**config.mk**
```make
export PLATFORM = sky130hd
export DESIGN_NAME = alu_writeback
export DESIGN_NICKNAME = d
export VERILOG_FILES = /design/src/rtl/alu_writeback_pkg.sv /design/src/rtl/alu_writeback_merge.sv /design/src/rtl/alu_writeback.sv
export SDC_FILE = /design/constraint.sdc
export NUM_CORES = 1
export LEC_CHECK = 0
export ABC_CLOCK_PERIOD_IN_PS = 25000
export CAP_MARGIN = 20
export CORE_MARGIN = 2
export CORE_UTILIZATION = 49
export DETAILED_ROUTE_END_ITERATION = 16
export GPL_ROUTABILITY_DRIVEN = 0
export PLACE_DENSITY_LB_ADDON = 0.25
export SETUP_SLACK_MARGIN = 0.02
export SLEW_MARGIN = 5
export SYNTH_ARGS = -nofsm -noshare
export SYNTH_HDL_FRONTEND = slang
export SYNTH_SLANG_ARGS = --single-unit
```
**constraint.sdc**
```tcl
create_clock -name clk -period 25 [get_ports clk]
set_input_delay 3.75 -clock clk [delete_from_list [all_inputs] [get_ports clk]]
set_output_delay 3.75 -clock clk [all_outputs]
set_load 0.01 [all_outputs]
```
**src/rtl/alu_writeback_pkg.sv**
```systemverilog
// Shared types and constants for the ALU writeback stage and the load-path merge.
package alu_writeback_pkg;

   localparam int unsigned REG_W     = 64;
   localparam int unsigned RF_ADDR_W = 4;
   localparam int unsigned WB_DEPTH  = 2;

   typedef logic [REG_W-1:0] reg_t;

   // Operand width of a micro-instruction
   typedef enum logic [1:0] {
      BMD_08 = 2'd0,
      BMD_16 = 2'd1,
      BMD_32 = 2'd2,
      BMD_64 = 2'd3
   } bmd_t;

   localparam int unsigned EFLAGS_CF = 0;
   localparam int unsigned EFLAGS_PF = 2;
   localparam int unsigned EFLAGS_AF = 4;
   localparam int unsigned EFLAGS_ZF = 6;
   localparam int unsigned EFLAGS_SF = 7;
   localparam int unsigned EFLAGS_TF = 8;
   localparam int unsigned EFLAGS_IF = 9;
   localparam int unsigned EFLAGS_DF = 10;
   localparam int unsigned EFLAGS_OF = 11;

   // Bit 1 of EFLAGS is reserved and always reads as one
   localparam reg_t EFLAGS_RESET_VALUE = 64'h2;

   typedef struct packed {
      logic [RF_ADDR_W-1:0] addr;
      reg_t                 data;
   } wb_entry_t;

endpackage

```
**src/rtl/alu_writeback_merge.sv**
```systemverilog
// x86 partial-register merge: narrow writes keep upper bits, 32-bit writes zero-extend.
module partial_reg_merge
   import alu_writeback_pkg::*;
(
   input  bmd_t bmd,
   input  reg_t d,
   input  reg_t old,
   output reg_t merged_c
);

   always_comb begin
      merged_c = d;
      unique case (bmd)
         BMD_08:  merged_c = {old[REG_W-1:8],  d[7:0]};
         BMD_16:  merged_c = {old[REG_W-1:16], d[15:0]};
         BMD_32:  merged_c = {32'b0, d[31:0]};
         BMD_64:  merged_c = d;
      endcase
   end

endmodule

```
**src/rtl/alu_writeback.sv**
```systemverilog
// Execute-to-writeback stage: partial-register merge, register-file write FIFO, EFLAGS.
module alu_writeback
   import alu_writeback_pkg::*;
#(
   parameter int unsigned DEPTH = WB_DEPTH
) (
   input  logic                 clk,
   input  logic                 rst,
   input  logic                 flush,
   input  logic                 in_valid,
   output logic                 in_ready,
   input  logic [REG_W-1:0]     in_d,
   input  logic [REG_W-1:0]     in_eflags,
   input  logic                 in_eflags_update,
   input  bmd_t                 in_bmd,
   input  logic [RF_ADDR_W-1:0] in_rd,
   input  logic                 in_rd_we,
   input  logic [REG_W-1:0]     in_rd_old,
   output logic                 wb_valid,
   input  logic                 wb_ready,
   output logic [RF_ADDR_W-1:0] wb_addr,
   output logic [REG_W-1:0]     wb_data,
   output logic [REG_W-1:0]     eflags,
   output logic [REG_W-1:0]     eflags_as_src
);

   localparam int unsigned PTR_W = (DEPTH > 1) ? $clog2(DEPTH) : 1;
   localparam int unsigned CNT_W = $clog2(DEPTH + 1);

   wb_entry_t        mem   [DEPTH];
   wb_entry_t        mem_n [DEPTH];
   wb_entry_t        head;
   wb_entry_t        head_n;
   logic [PTR_W-1:0] rd_ptr, rd_ptr_n;
   logic [PTR_W-1:0] wr_ptr, wr_ptr_n;
   logic [CNT_W-1:0] count, count_n;
   reg_t             eflags_q, eflags_n;
   reg_t             merged_c;
   logic             accept_c, enq_c, deq_c;

   partial_reg_merge u_merge (
      .bmd      (in_bmd),
      .d        (in_d),
      .old      (in_rd_old),
      .merged_c (merged_c)
   );

   // Next-state: flush wins over any enqueue/dequeue but not over the EFLAGS commit
   always_comb begin
      accept_c = in_valid & in_ready;
      enq_c    = accept_c & in_rd_we;
      deq_c    = wb_valid & wb_ready;
      mem_n    = mem;
      rd_ptr_n = rd_ptr;
      wr_ptr_n = wr_ptr;
      count_n  = count;
      eflags_n = eflags_q;

      if (accept_c && in_eflags_update) begin
         eflags_n = in_eflags;
      end

      if (flush) begin
         rd_ptr_n = '0;
         wr_ptr_n = '0;
         count_n  = '0;
      end else begin
         if (enq_c) begin
            mem_n[wr_ptr] = '{addr: in_rd, data: merged_c};
            wr_ptr_n      = wr_ptr + PTR_W'(1);
         end
         if (deq_c) begin
            rd_ptr_n = rd_ptr + PTR_W'(1);
         end
         unique case ({enq_c, deq_c})
            2'b10:   count_n = count + CNT_W'(1);
            2'b01:   count_n = count - CNT_W'(1);
            default: count_n = count;
         endcase
      end

      // Head is pre-selected so wb_* come straight from flops
      head_n = mem_n[rd_ptr_n];
   end

   // State and registered outputs
   always_ff @(posedge clk or posedge rst) begin
      if (rst) begin
         for (int i = 0; i < int'(DEPTH); i++) begin
            mem[i] <= '0;
         end
         head     <= '0;
         rd_ptr   <= '0;
         wr_ptr   <= '0;
         count    <= '0;
         eflags_q <= EFLAGS_RESET_VALUE;
         wb_valid <= 1'b0;
         in_ready <= 1'b1;
      end else begin
         mem      <= mem_n;
         head     <= head_n;
         rd_ptr   <= rd_ptr_n;
         wr_ptr   <= wr_ptr_n;
         count    <= count_n;
         eflags_q <= eflags_n;
         wb_valid <= (count_n != '0);
         in_ready <= (count_n < CNT_W'(DEPTH));
      end
   end

   assign wb_addr       = head.addr;
   assign wb_data       = head.data;
   assign eflags        = eflags_q;
   assign eflags_as_src = eflags_q;

endmodule

```
==> impl_results.md <==
* Final Worst Setup Slack at 18.58 ns
* Clock network fraction of total power at 0.261
* PD cells at roughly 100 nW/um^2
* Share of cells above drive strength 1 at 0.152
* Synthesized flop and latch total at approximately 270
* Post-Syn Area at approximately 12000 sq um
* DIE AREA at between 20000 and 30000 sq um
* Worst vdd ir at around 0.060 mV
* Port Buffers at 394
* Internal power at approximately 1200 uW
* CTS H-tree lvls at 1
* Post-synthesis cell type count at 33
* Initial antenna violation count at 6
* Via-to-Cell Ratio at between 5 and 6
* Post-synth top flop: dfrtp_1
* Global-route usage over all layers at 0.244
* Setup TNS Final at 0 ns
* DRT antenna net count at 0
* Sw power at between 500 and 600 uW
* Remaining DRCs at 0
* Mapped Cells at approximately 1100
* Gr ovfl total at 0
* Sequential share of power at 0.399
* Largest area contributor in the netlist: dfrtp_1
* Largest net degree at the start of global routing at about 130
* Crit start category: input pin
* Avg Synthesized Cell Area at ~11 sq um
* Pre-CTS setup slack at 18.04 ns
* Hold Vio Cnt, Final at 0
* Switch share at 0.293
* RSZ-0062 raised after global routing: false
* Clk Latency, worst-skew pair at roughly 0.53 ns
* Area added between synthesis and finish at 40.0%
* CP Data Arrival Time at 6.77 ns
* Synthesis Warnings at 0
* # hold bufs at CTS at 0
* Filler Cells Inserted at approximately 1800
* Root Buffer: clkbuf_16
* Ports at between 400 and 500
* Clock tree from TritonCTS: built
* Crit path time final at approximately 6.4 ns
* Final nets at 1561
* Setup crit end kind: flop
* Finished Layout Cells at approximately 1700
* Cell with the most instances after synthesis: dfrtp_1
* Power share of the combinational group at 0.340
* Placed Cells at around 1600
* Asr flop ratio synth at 1.00
* Worst Skew at about 0.01 ns
* Post-detail-place hpwl at approximately 22000 um
* P_leak at about 0.0072 uW
* Chip height at around 160 um
* Row cnt at between 50 and 60
* DR WL/cell at roughly 18 um
* TritonCTS Buffers at 28
* Number of global-route vias before repair at ~8800
* Worst setup path class: input pin to flop
* Relative slew slack at 0.302
* Max-slew violations at 0
* Total number of vias at approximately 8700
* Core region area at around 24000 sq um
* Final setup violation count at 0
* Outcome: complete, no violations
* CTS Sinks at 274
* CP max FO at about 70
* Fmax achieved at about 160 MHz
* Post-synthesis sequential area ratio at 0.581
* First-pass GRT wire length at 49200 um
* Initial DRC Count at ~370
* CTS resizes at 0
* Top cell type's share of synthesized area at 0.577
* Synth cell count leaders: 272 x dfrtp_1, 148 x nand2_1, 115 x o21ai_0
* Max clock buf depth at 3
* Largest cells by area after synthesis: dfrtp_1 58%, mux2_2 7.3%, a221oi_2 5.1%, o21ai_0 4.9%, nand2_1 4.7%
* Final wirelength at roughly 31000 um
* Number of detailed-route iterations in the first pass at 4
* Clk slew on worst S/H paths at around 0.060 ns
* HP Class: flop to flop
* Mapped Nets at ~1300
* Die W at 159 um
* Max-Cap Viols at 0
* Starting Density at 0.501
* Least-Margin Pin Slew at 1.05 ns
* Setup Buffers After CTS at 0
* EDFF count, synth at 0
* Final Cycle Share at 0.257
* CP required at roughly 25 ns
## layer usage
metal | part of all wire | up-vias | global-route usage | wire (um)
met5 | 0 | - | 0 | 0
met4 | 0.033 | 0 | 0.0909 | 1020
met3 | 0.058 | 60 | 0.0508 | 1820
met2 | 0.54 | 276 | 0.447 | 16800
met1 | 0.37 | 4298 | 0.281 | 11600
li1 | - | 4101 | - | -
## power by group through the flow
stage	combinational, uW	sequential [uW]	clock (uW)
2_1_floorplan	276	717	0
3_3_place_gp	575	685	0
3_5_place_dp	588	692	0
4_1_cts	590	687	454
5_1_grt	629	705	474
6_report	584	686	448
## final timing paths
kind                           from          end  slack [ns]  depth (start not counted)
min reg2reg                 mem[93]      mem[93]        0.48                          2
max in group asynchronous       rst      mem[46]       19.83                          3
min in group asynchronous       rst    eflags[5]        3.80                          2
min                         mem[93]      mem[93]        0.48                          2
max                           flush  wb_data[11]       18.58                          6
max reg2reg                in_ready  wb_data[11]       21.79                          6
## final cells by class
class / count / area, sq um / area share
inverters: 60 / 233 / 0.0141
clock inverters: 7 / 141 / 0.00856
diodes: 6 / 15.0 / 0.000909
repair buffers: 404 / 4030 / 0.244
multi-input cells: 587 / 3980 / 0.241
clock buffers: 42 / 865 / 0.0523
flip-flops and latches: 274 / 6860 / 0.415
well taps: 319 / 399 / 0.0242
## registers in the layout, indices dropped and copies added, names as in the netlist
name and count:
wb_addr 4, wb_data 64, eflags 64, rd_ptr 1
count 2, in_ready 1, wr_ptr 1, wb_valid 1
mem 136
## logic make-up after synthesis
logic type      count (synthesis)  synth area share
mux                           102            0.0946
xor+xnor                        3           0.00223
fa+ha+maj                       1           0.00106
flops                         274             0.581
buf+inv                       190            0.0868
compound gates                219             0.139
simple gates                  262            0.0951
## worst max-delay path, stage by stage
cell,delay (ns)
clkdlybuf4s50_1,0.62
or3_4,0.71
buf_4,0.44
mux2i_4,0.22
buf_4,0.75
a221oi_1,0.19
## metrics by stage
stage	util	total power [uW]	hold slack (ns)	area, sq um
final	0.702	1720	0.479	16500
after global routing	0.702	1810	0.496	16500
after CTS	0.700	1730	0.478	16500
after detailed placement	0.657	1280	0.464	15500
after global placement	0.657	1260	0.461	15500
after floorplan	-	993	0.447	11800
## placed cells by master (no fill, tap or decap), drive strengths merged, types with 2 or more instances in the layout
| cell type | count |
|---|---|
| clkdlybuf4s50 | 393 |
| clkinv | 2 |
| dfrtp | 272 |
| xnor2 | 2 |
| and2 | 2 |
| or3 | 3 |
| dfstp | 2 |
| diode | 6 |
| bufinv | 4 |
| o221a | 12 |
| nor2b | 32 |
| a221oi | 56 |
| nand3 | 2 |
| mux2i | 25 |
| o21ai | 115 |
| buf | 11 |
| inv | 60 |
| nor2 | 61 |
| mux2 | 77 |
| nand2 | 148 |
| clkbuf | 42 |
| a21oi | 32 |
| or2 | 12 |
(Power assumes the default switching activity.)
